===== src/rtl/mipi_rx_pkg.sv =====
// ============================================================================
// mipi_rx_pkg : shared CSI-2 receive constants, header field map, FSM states
// Rev 1.0
// ============================================================================
`default_nettype none

package mipi_rx_pkg;

   localparam logic [5:0] DT_FS       = 6'h00;
   localparam logic [5:0] DT_FE       = 6'h01;
   localparam logic [5:0] DT_RAW10    = 6'h2B;
   localparam logic [5:0] DT_LONG_MIN = 6'h10;

   // Packet header layout: WC is little-endian, byte 1 in [15:8]
   localparam int HDR_DT_LSB  = 0;
   localparam int HDR_DT_MSB  = 5;
   localparam int HDR_VC_LSB  = 6;
   localparam int HDR_VC_MSB  = 7;
   localparam int HDR_WC_LSB  = 8;
   localparam int HDR_WC_MSB  = 23;
   localparam int HDR_ECC_LSB = 24;
   localparam int HDR_ECC_MSB = 31;

   localparam logic [1:0] ST_IDLE    = 2'd0;
   localparam logic [1:0] ST_PAYLOAD = 2'd1;
   localparam logic [1:0] ST_CRC     = 2'd2;
   localparam logic [1:0] ST_DRAIN   = 2'd3;

   function automatic logic is_short_packet(input logic [5:0] dt);
      return (dt < DT_LONG_MIN);
   endfunction

endpackage

`default_nettype wire


===== src/rtl/mipi_rx_raw10_line_ctrl.sv =====
// ============================================================================
// mipi_rx_raw10_line_ctrl : header decode and payload gating ahead of the
// raw10 depacker; frame/line pulses and per-frame line counter.
// Rev 1.0
// ============================================================================
`default_nettype none

module mipi_rx_raw10_line_ctrl
   import mipi_rx_pkg::*;
#(
   parameter logic [5:0]  DATA_TYPE = 6'h2B,
   parameter logic [1:0]  VC        = 2'd0,
   parameter logic [15:0] MAX_WC    = 16'd10240
) (
   input  logic        clk_i,
   input  logic        reset_i,
   input  logic        data_valid_i,
   input  logic [31:0] data_i,
   output logic        depacker_valid_o,
   output logic [31:0] depacker_data_o,
   output logic        frame_start_o,
   output logic        frame_end_o,
   output logic        line_start_o,
   output logic        line_end_o,
   output logic [15:0] line_count_o,
   output logic        packet_error_o
);

   logic [1:0]  state_q,        state_d;
   logic [13:0] cnt_q,          cnt_d;
   logic        valid_prev_q,   valid_prev_d;
   logic        dep_valid_q,    dep_valid_d;
   logic [31:0] dep_data_q,     dep_data_d;
   logic        fs_q,           fs_d;
   logic        fe_q,           fe_d;
   logic        ls_q,           ls_d;
   logic        le_q,           le_d;
   logic        err_q,          err_d;
   logic [15:0] line_count_q,   line_count_d;

   logic [5:0]  hdr_dt;
   logic [1:0]  hdr_vc;
   logic [15:0] hdr_wc;
   logic        pkt_start;

   assign hdr_dt    = data_i[HDR_DT_MSB:HDR_DT_LSB];
   assign hdr_vc    = data_i[HDR_VC_MSB:HDR_VC_LSB];
   assign hdr_wc    = data_i[HDR_WC_MSB:HDR_WC_LSB];
   assign pkt_start = data_valid_i && !valid_prev_q;

   always_comb begin
      state_d      = state_q;
      cnt_d        = cnt_q;
      valid_prev_d = data_valid_i;
      dep_valid_d  = 1'b0;
      dep_data_d   = dep_data_q;
      fs_d         = 1'b0;
      fe_d         = 1'b0;
      ls_d         = 1'b0;
      le_d         = 1'b0;
      err_d        = 1'b0;
      line_count_d = line_count_q;

      case (state_q)
         ST_IDLE: begin
            // Only the first word after valid rises is a header
            if (pkt_start) begin
               state_d = ST_DRAIN;
               if (hdr_vc != VC) begin
               end else if (hdr_dt == DT_FS) begin
                  fs_d         = 1'b1;
                  line_count_d = 16'd0;
               end else if (hdr_dt == DT_FE) begin
                  fe_d = 1'b1;
               end else if (is_short_packet(hdr_dt)) begin
               end else if (hdr_dt != DATA_TYPE) begin
               end else if ((hdr_wc > MAX_WC) || (hdr_wc[1:0] != 2'b00)) begin
                  err_d = 1'b1;
               end else begin
                  cnt_d   = hdr_wc[15:2];
                  ls_d    = 1'b1;
                  state_d = (hdr_wc == 16'd0) ? ST_CRC : ST_PAYLOAD;
               end
            end
         end

         ST_PAYLOAD: begin
            if (data_valid_i) begin
               dep_valid_d = 1'b1;
               dep_data_d  = data_i;
               cnt_d       = cnt_q - 14'd1;
               if (cnt_q == 14'd1) begin
                  state_d = ST_CRC;
               end
            end else begin
               err_d   = 1'b1;
               cnt_d   = 14'd0;
               state_d = ST_IDLE;
            end
         end

         ST_CRC: begin
            if (data_valid_i) begin
               le_d    = 1'b1;
               state_d = ST_DRAIN;
               if (line_count_q != 16'hFFFF) begin
                  line_count_d = line_count_q + 16'd1;
               end
            end else begin
               err_d   = 1'b1;
               state_d = ST_IDLE;
            end
         end

         ST_DRAIN: begin
            if (!data_valid_i) begin
               state_d = ST_IDLE;
            end
         end

         default: state_d = ST_IDLE;
      endcase
   end

   // valid_prev resets high so a word already in flight at release is ignored
   always_ff @(posedge clk_i or posedge reset_i) begin
      if (reset_i) begin
         state_q      <= ST_IDLE;
         cnt_q        <= 14'd0;
         valid_prev_q <= 1'b1;
         dep_valid_q  <= 1'b0;
         dep_data_q   <= 32'd0;
         fs_q         <= 1'b0;
         fe_q         <= 1'b0;
         ls_q         <= 1'b0;
         le_q         <= 1'b0;
         err_q        <= 1'b0;
         line_count_q <= 16'd0;
      end else begin
         state_q      <= state_d;
         cnt_q        <= cnt_d;
         valid_prev_q <= valid_prev_d;
         dep_valid_q  <= dep_valid_d;
         dep_data_q   <= dep_data_d;
         fs_q         <= fs_d;
         fe_q         <= fe_d;
         ls_q         <= ls_d;
         le_q         <= le_d;
         err_q        <= err_d;
         line_count_q <= line_count_d;
      end
   end

   assign depacker_valid_o = dep_valid_q;
   assign depacker_data_o  = dep_data_q;
   assign frame_start_o    = fs_q;
   assign frame_end_o      = fe_q;
   assign line_start_o     = ls_q;
   assign line_end_o       = le_q;
   assign line_count_o     = line_count_q;
   assign packet_error_o   = err_q;

endmodule

`default_nettype wire


===== config.mk =====
export PLATFORM = sky130hd
export DESIGN_NAME = mipi_rx_raw10_line_ctrl
export DESIGN_NICKNAME = d
export VERILOG_FILES = /design/src/rtl/mipi_rx_pkg.sv /design/src/rtl/mipi_rx_raw10_line_ctrl.sv
export SDC_FILE = /design/constraint.sdc
export NUM_CORES = 1
export LEC_CHECK = 0
export ABC_AREA = 1
export CAP_MARGIN = 20
export CORE_ASPECT_RATIO = 0.75
export CORE_UTILIZATION = 62
export CTS_CLUSTER_SIZE = 28
export DETAILED_ROUTE_END_ITERATION = 6
export DONT_BUFFER_PORTS = 1
export HOLD_SLACK_MARGIN = 0.08
export PLACE_DENSITY = 0.83
export RECOVER_POWER = 100
export SYNTH_ARGS = -nofsm -noshare
export SYNTH_HDL_FRONTEND = slang
export SYNTH_SLANG_ARGS = --single-unit

===== constraint.sdc =====
create_clock -name clk_i -period 2.1 [get_ports clk_i]
set_input_delay 0.105 -clock clk_i [delete_from_list [all_inputs] [get_ports clk_i]]
set_output_delay 0.105 -clock clk_i [all_outputs]
set_load 0.02 [all_outputs]

==> results.sh <==
export IMPL_cp_depth=8
export IMPL_synth_seq_area_share_pct=45.8
export IMPL_grt_max_degree=72
export IMPL_p_per_area_nw_per_um2=1230
export IMPL_synth_top_area_cell="dfrtp_1"
export IMPL_report_final_slew_viol_count=72
export IMPL_overflow=0
export IMPL_design_area_um2=4550
export IMPL_gr_usage_all_layers_pct=32.0
export IMPL_crit_start="state_q[0]"
export IMPL_coreArea_um2=5920
export IMPL_status="complete, but fails checks"
export IMPL_critPathSlowestCell="dfrtp_1"
export IMPL_clockBufferDepth=2
export IMPL_die_w_um=93.4
export IMPL_synth_warnings=0
export IMPL_rows=24
export IMPL_synthDistinctLibCells=35
export IMPL_cts_root_buf="clkbuf_8"
export IMPL_maxSlewHeadroom_pct=-1.93
export IMPL_grt_pass1_vias=3501
export IMPL_wl_per_cell_um=15.0
export IMPL_worst_path_most_repeated_cell="nand2_1"
export IMPL_power_uw=5590
export IMPL_final_nets=619
export IMPL_synthTopCellsByArea="dfrtp_1, nand2_1, nor2_1"
export IMPL_die_y_um=70.6
export IMPL_worstPathMaxFanout=16
export IMPL_antenna_found_initial=0
export IMPL_cts_tree="done"
export IMPL_antennaDiodeCount=0
export IMPL_syn_num_nets=567
export IMPL_r2r_setup_slack_ns=0.14
export IMPL_drtIter0Drc=247
export IMPL_r2r_cells=8
export IMPL_path_buf_inv=1
export IMPL_start_util_pct=65.7
export IMPL_cp_data_required_time_ns=2.38
export IMPL_setup_viol=0
export IMPL_violations="capacitance limit, slew limit"
export IMPL_routed_via_density=5.51
export IMPL_dpl_cell_area_um2=4060
export IMPL_slowest_delay_ns=0.43
export IMPL_drc_errors=0
export IMPL_period_needed_ns=1.96
export IMPL_crit_family="simple AND/OR/NAND/NOR gates"
export IMPL_setup_tns_final_ns=0
export IMPL_grt_pass1_wl_um=16300
export IMPL_drive_gt1_share_pct=8.95
export IMPL_endpoint="cnt_q[8]"
export IMPL_fill_cells=437
export IMPL_end_kind="flip-flop"
export IMPL_cp_cell_sequence="inv_1 -> ha_1 -> nand3_2 -> nor2_2 -> nand4_4 -> nand2_4 -> nand2_1 -> nand2_1"
export IMPL_holdBufCountCts=35
export IMPL_rsz0062_at_grt="no"
export IMPL_leakagePower_uw=0.00225
export IMPL_pin_count=89
export IMPL_gp_congestion=0.950
export IMPL_r2r_start="state_q[0]"
export IMPL_cts_htree_levels=3
export IMPL_worstSetupPathType="reg2reg"
export IMPL_tightestPinTransition_ns=1.53
export IMPL_syn_area_um2=3880
export IMPL_synth_cells=524
export IMPL_synth_top_area_share_pct=45.1
export IMPL_cts_made_buffers=9
export IMPL_cp_arrival_ns=2.24
export IMPL_cap_viol_max_count=1
export IMPL_cts_clk_slew_worst_paths_ns=0.08
export IMPL_vias=3629
export IMPL_drt_wl_total_um=9880
export IMPL_cts_sinks=71
export IMPL_hold_class="in2reg"
export IMPL_fmax_mhz=510
export IMPL_dp_hpwl_um=6620
export IMPL_ant_nets=0
export IMPL_port_buffers=0
export IMPL_die_area_um2=6590
export IMPL_post_cts_buffers=0
export IMPL_finalClockSkew_ns=0.00874
export IMPL_clk_insertion_delay_late_ns=0.35
export IMPL_area_growth_pct=17.2
export IMPL_syn_avg_cell_area_um2=7.41
export IMPL_ir_drop_mv=0.643
export IMPL_firstDrtPassIters=5
export IMPL_postCtsResizedCells=0
export IMPL_rr_endpoint="cnt_q[8]"
export IMPL_period_share_pct=93.3
export IMPL_start_kind="flip-flop"
export IMPL_synth_seq_cells=71
export IMPL_finalHoldViolCount=0
==> per-stage QoR <==
stage / worst slack, ns / util (%) / std cells / hold WS, ns
2_1_floorplan: 0.200 / - / 524 / 0.109
3_3_place_gp: 0.301 / 68.7 / 608 / 0.0968
3_5_place_dp: 0.229 / 68.7 / 608 / 0.102
4_1_cts: 0.216 / 78.1 / 659 / 0.0833
5_1_grt: 0.00930 / 76.9 / 659 / 0.106
6_report: 0.140 / 76.9 / 659 / 0.0972
==> how the worst min path moves through the flow <==
stage                             from          endpoint  slack (ns)  cells after the start
after CTS                    data_i[6]    packet_error_o        0.08                      5
after detailed placement       reset_i  line_count_o[11]        0.10                      2
after floorplan           data_valid_i      valid_prev_q        0.11                      0
after global placement         reset_i  line_count_o[11]         0.1                      2
after global routing         data_i[0]  line_count_o[15]        0.11                      3
final                        data_i[9]        state_q[0]         0.1                      6
==> worst register-to-register path: stages, from the launching register on <==
cell and delay, ns:
dfrtp_1 0.43, inv_1 0.11, ha_1 0.27, nand3_2 0.13, nor2_2 0.20, nand4_4 0.31
nand2_4 0.29, nand2_1 0.09, nand2_1 0.07
==> cells in the final DEF, fill, tap and decap left out, types with 6 or more instances in the layout <==
cell and instances:
a21oi_1 6, buf_4 9, clkbuf_1 10, clkbuf_8 10, dfrtp_1 70, dlygate4sd3_1 35, ha_1 8, inv_1 43
nand2_1 196, nand3_1 41, nor2_1 56, o21ai_0 37, xor2_1 8
==> report_power, final <==
part	switching, uW	internal, uW	leakage [uW]
logic	1210	666	0.00124
registers	763	1830	0.000917
clock network	533	584	0.0000989
total	2510	3080	0.00225
==> Yosys cell counts <==
cell      count
nor2_1       56
nand4_4       1
a31o_2        1
buf_6         2
nor2_4        1
nor2_2        5
a21oi_1       6
nand3b_1      1
o211ai_1      1
o21ai_0      34
nand2_4       1
xnor2_1       1
nor3_2        1
o22ai_1       3
xor2_1        8
buf_8         1
nand2_1     196
o21ai_1       1
nand3_2       1
nor3_1        5
or2_2         4
inv_2         3
nand2_2       2
ha_1          8
nand3_1      41
o21bai_2      1
dfrtp_1      70
dfstp_2       1
clkinv_1      1
o21ai_2       8
inv_1        43
buf_2         2
nand4_1       4
buf_4         1
clkbuf_1      9
==> metal layers <==
metal	global-route usage, %	vias up	routed length (um)	share of wire [%]
li1	-	1753	-	-
met3	9.25	21	1010	10
met5	0	-	0	0
met1	44.7	1667	4310	44
met2	47.6	188	4370	44
met4	12.3	0	182	1.8
==> cells by family after synthesis <==
group           after synthesis  synth area share, %
compound gates               55                 8.28
xor+xnor                      9                 2.03
fa+ha+maj                     8                 2.58
flops                        71                 45.8
simple gates                319                 34.5
buf+inv                      62                 6.83
==> sequential cells by signal, indices dropped and copies added (netlist names) <==
name,flops
cnt_q,14
frame_end_o,1
depacker_valid_o,1
valid_prev_q,1
depacker_data_o,32
packet_error_o,1
line_count_o,16
frame_start_o,1
line_start_o,1
state_q,2
line_end_o,1
==> final cells by class <==
| cell class | instances | area (um2) | share of cell area (%) |
|---|---|---|---|
| multi-input combinational | 391 | 1830 | 40.1 |
| sequential | 71 | 1780 | 39.1 |
| timing repair buffer | 56 | 468 | 10.3 |
| inverter | 47 | 176 | 3.88 |
| clock buffer | 10 | 138 | 3.02 |
| tap | 78 | 97.6 | 2.14 |
| clock inverter | 6 | 67.6 | 1.48 |
No activity file was read; power rests on OpenSTA's default activity.
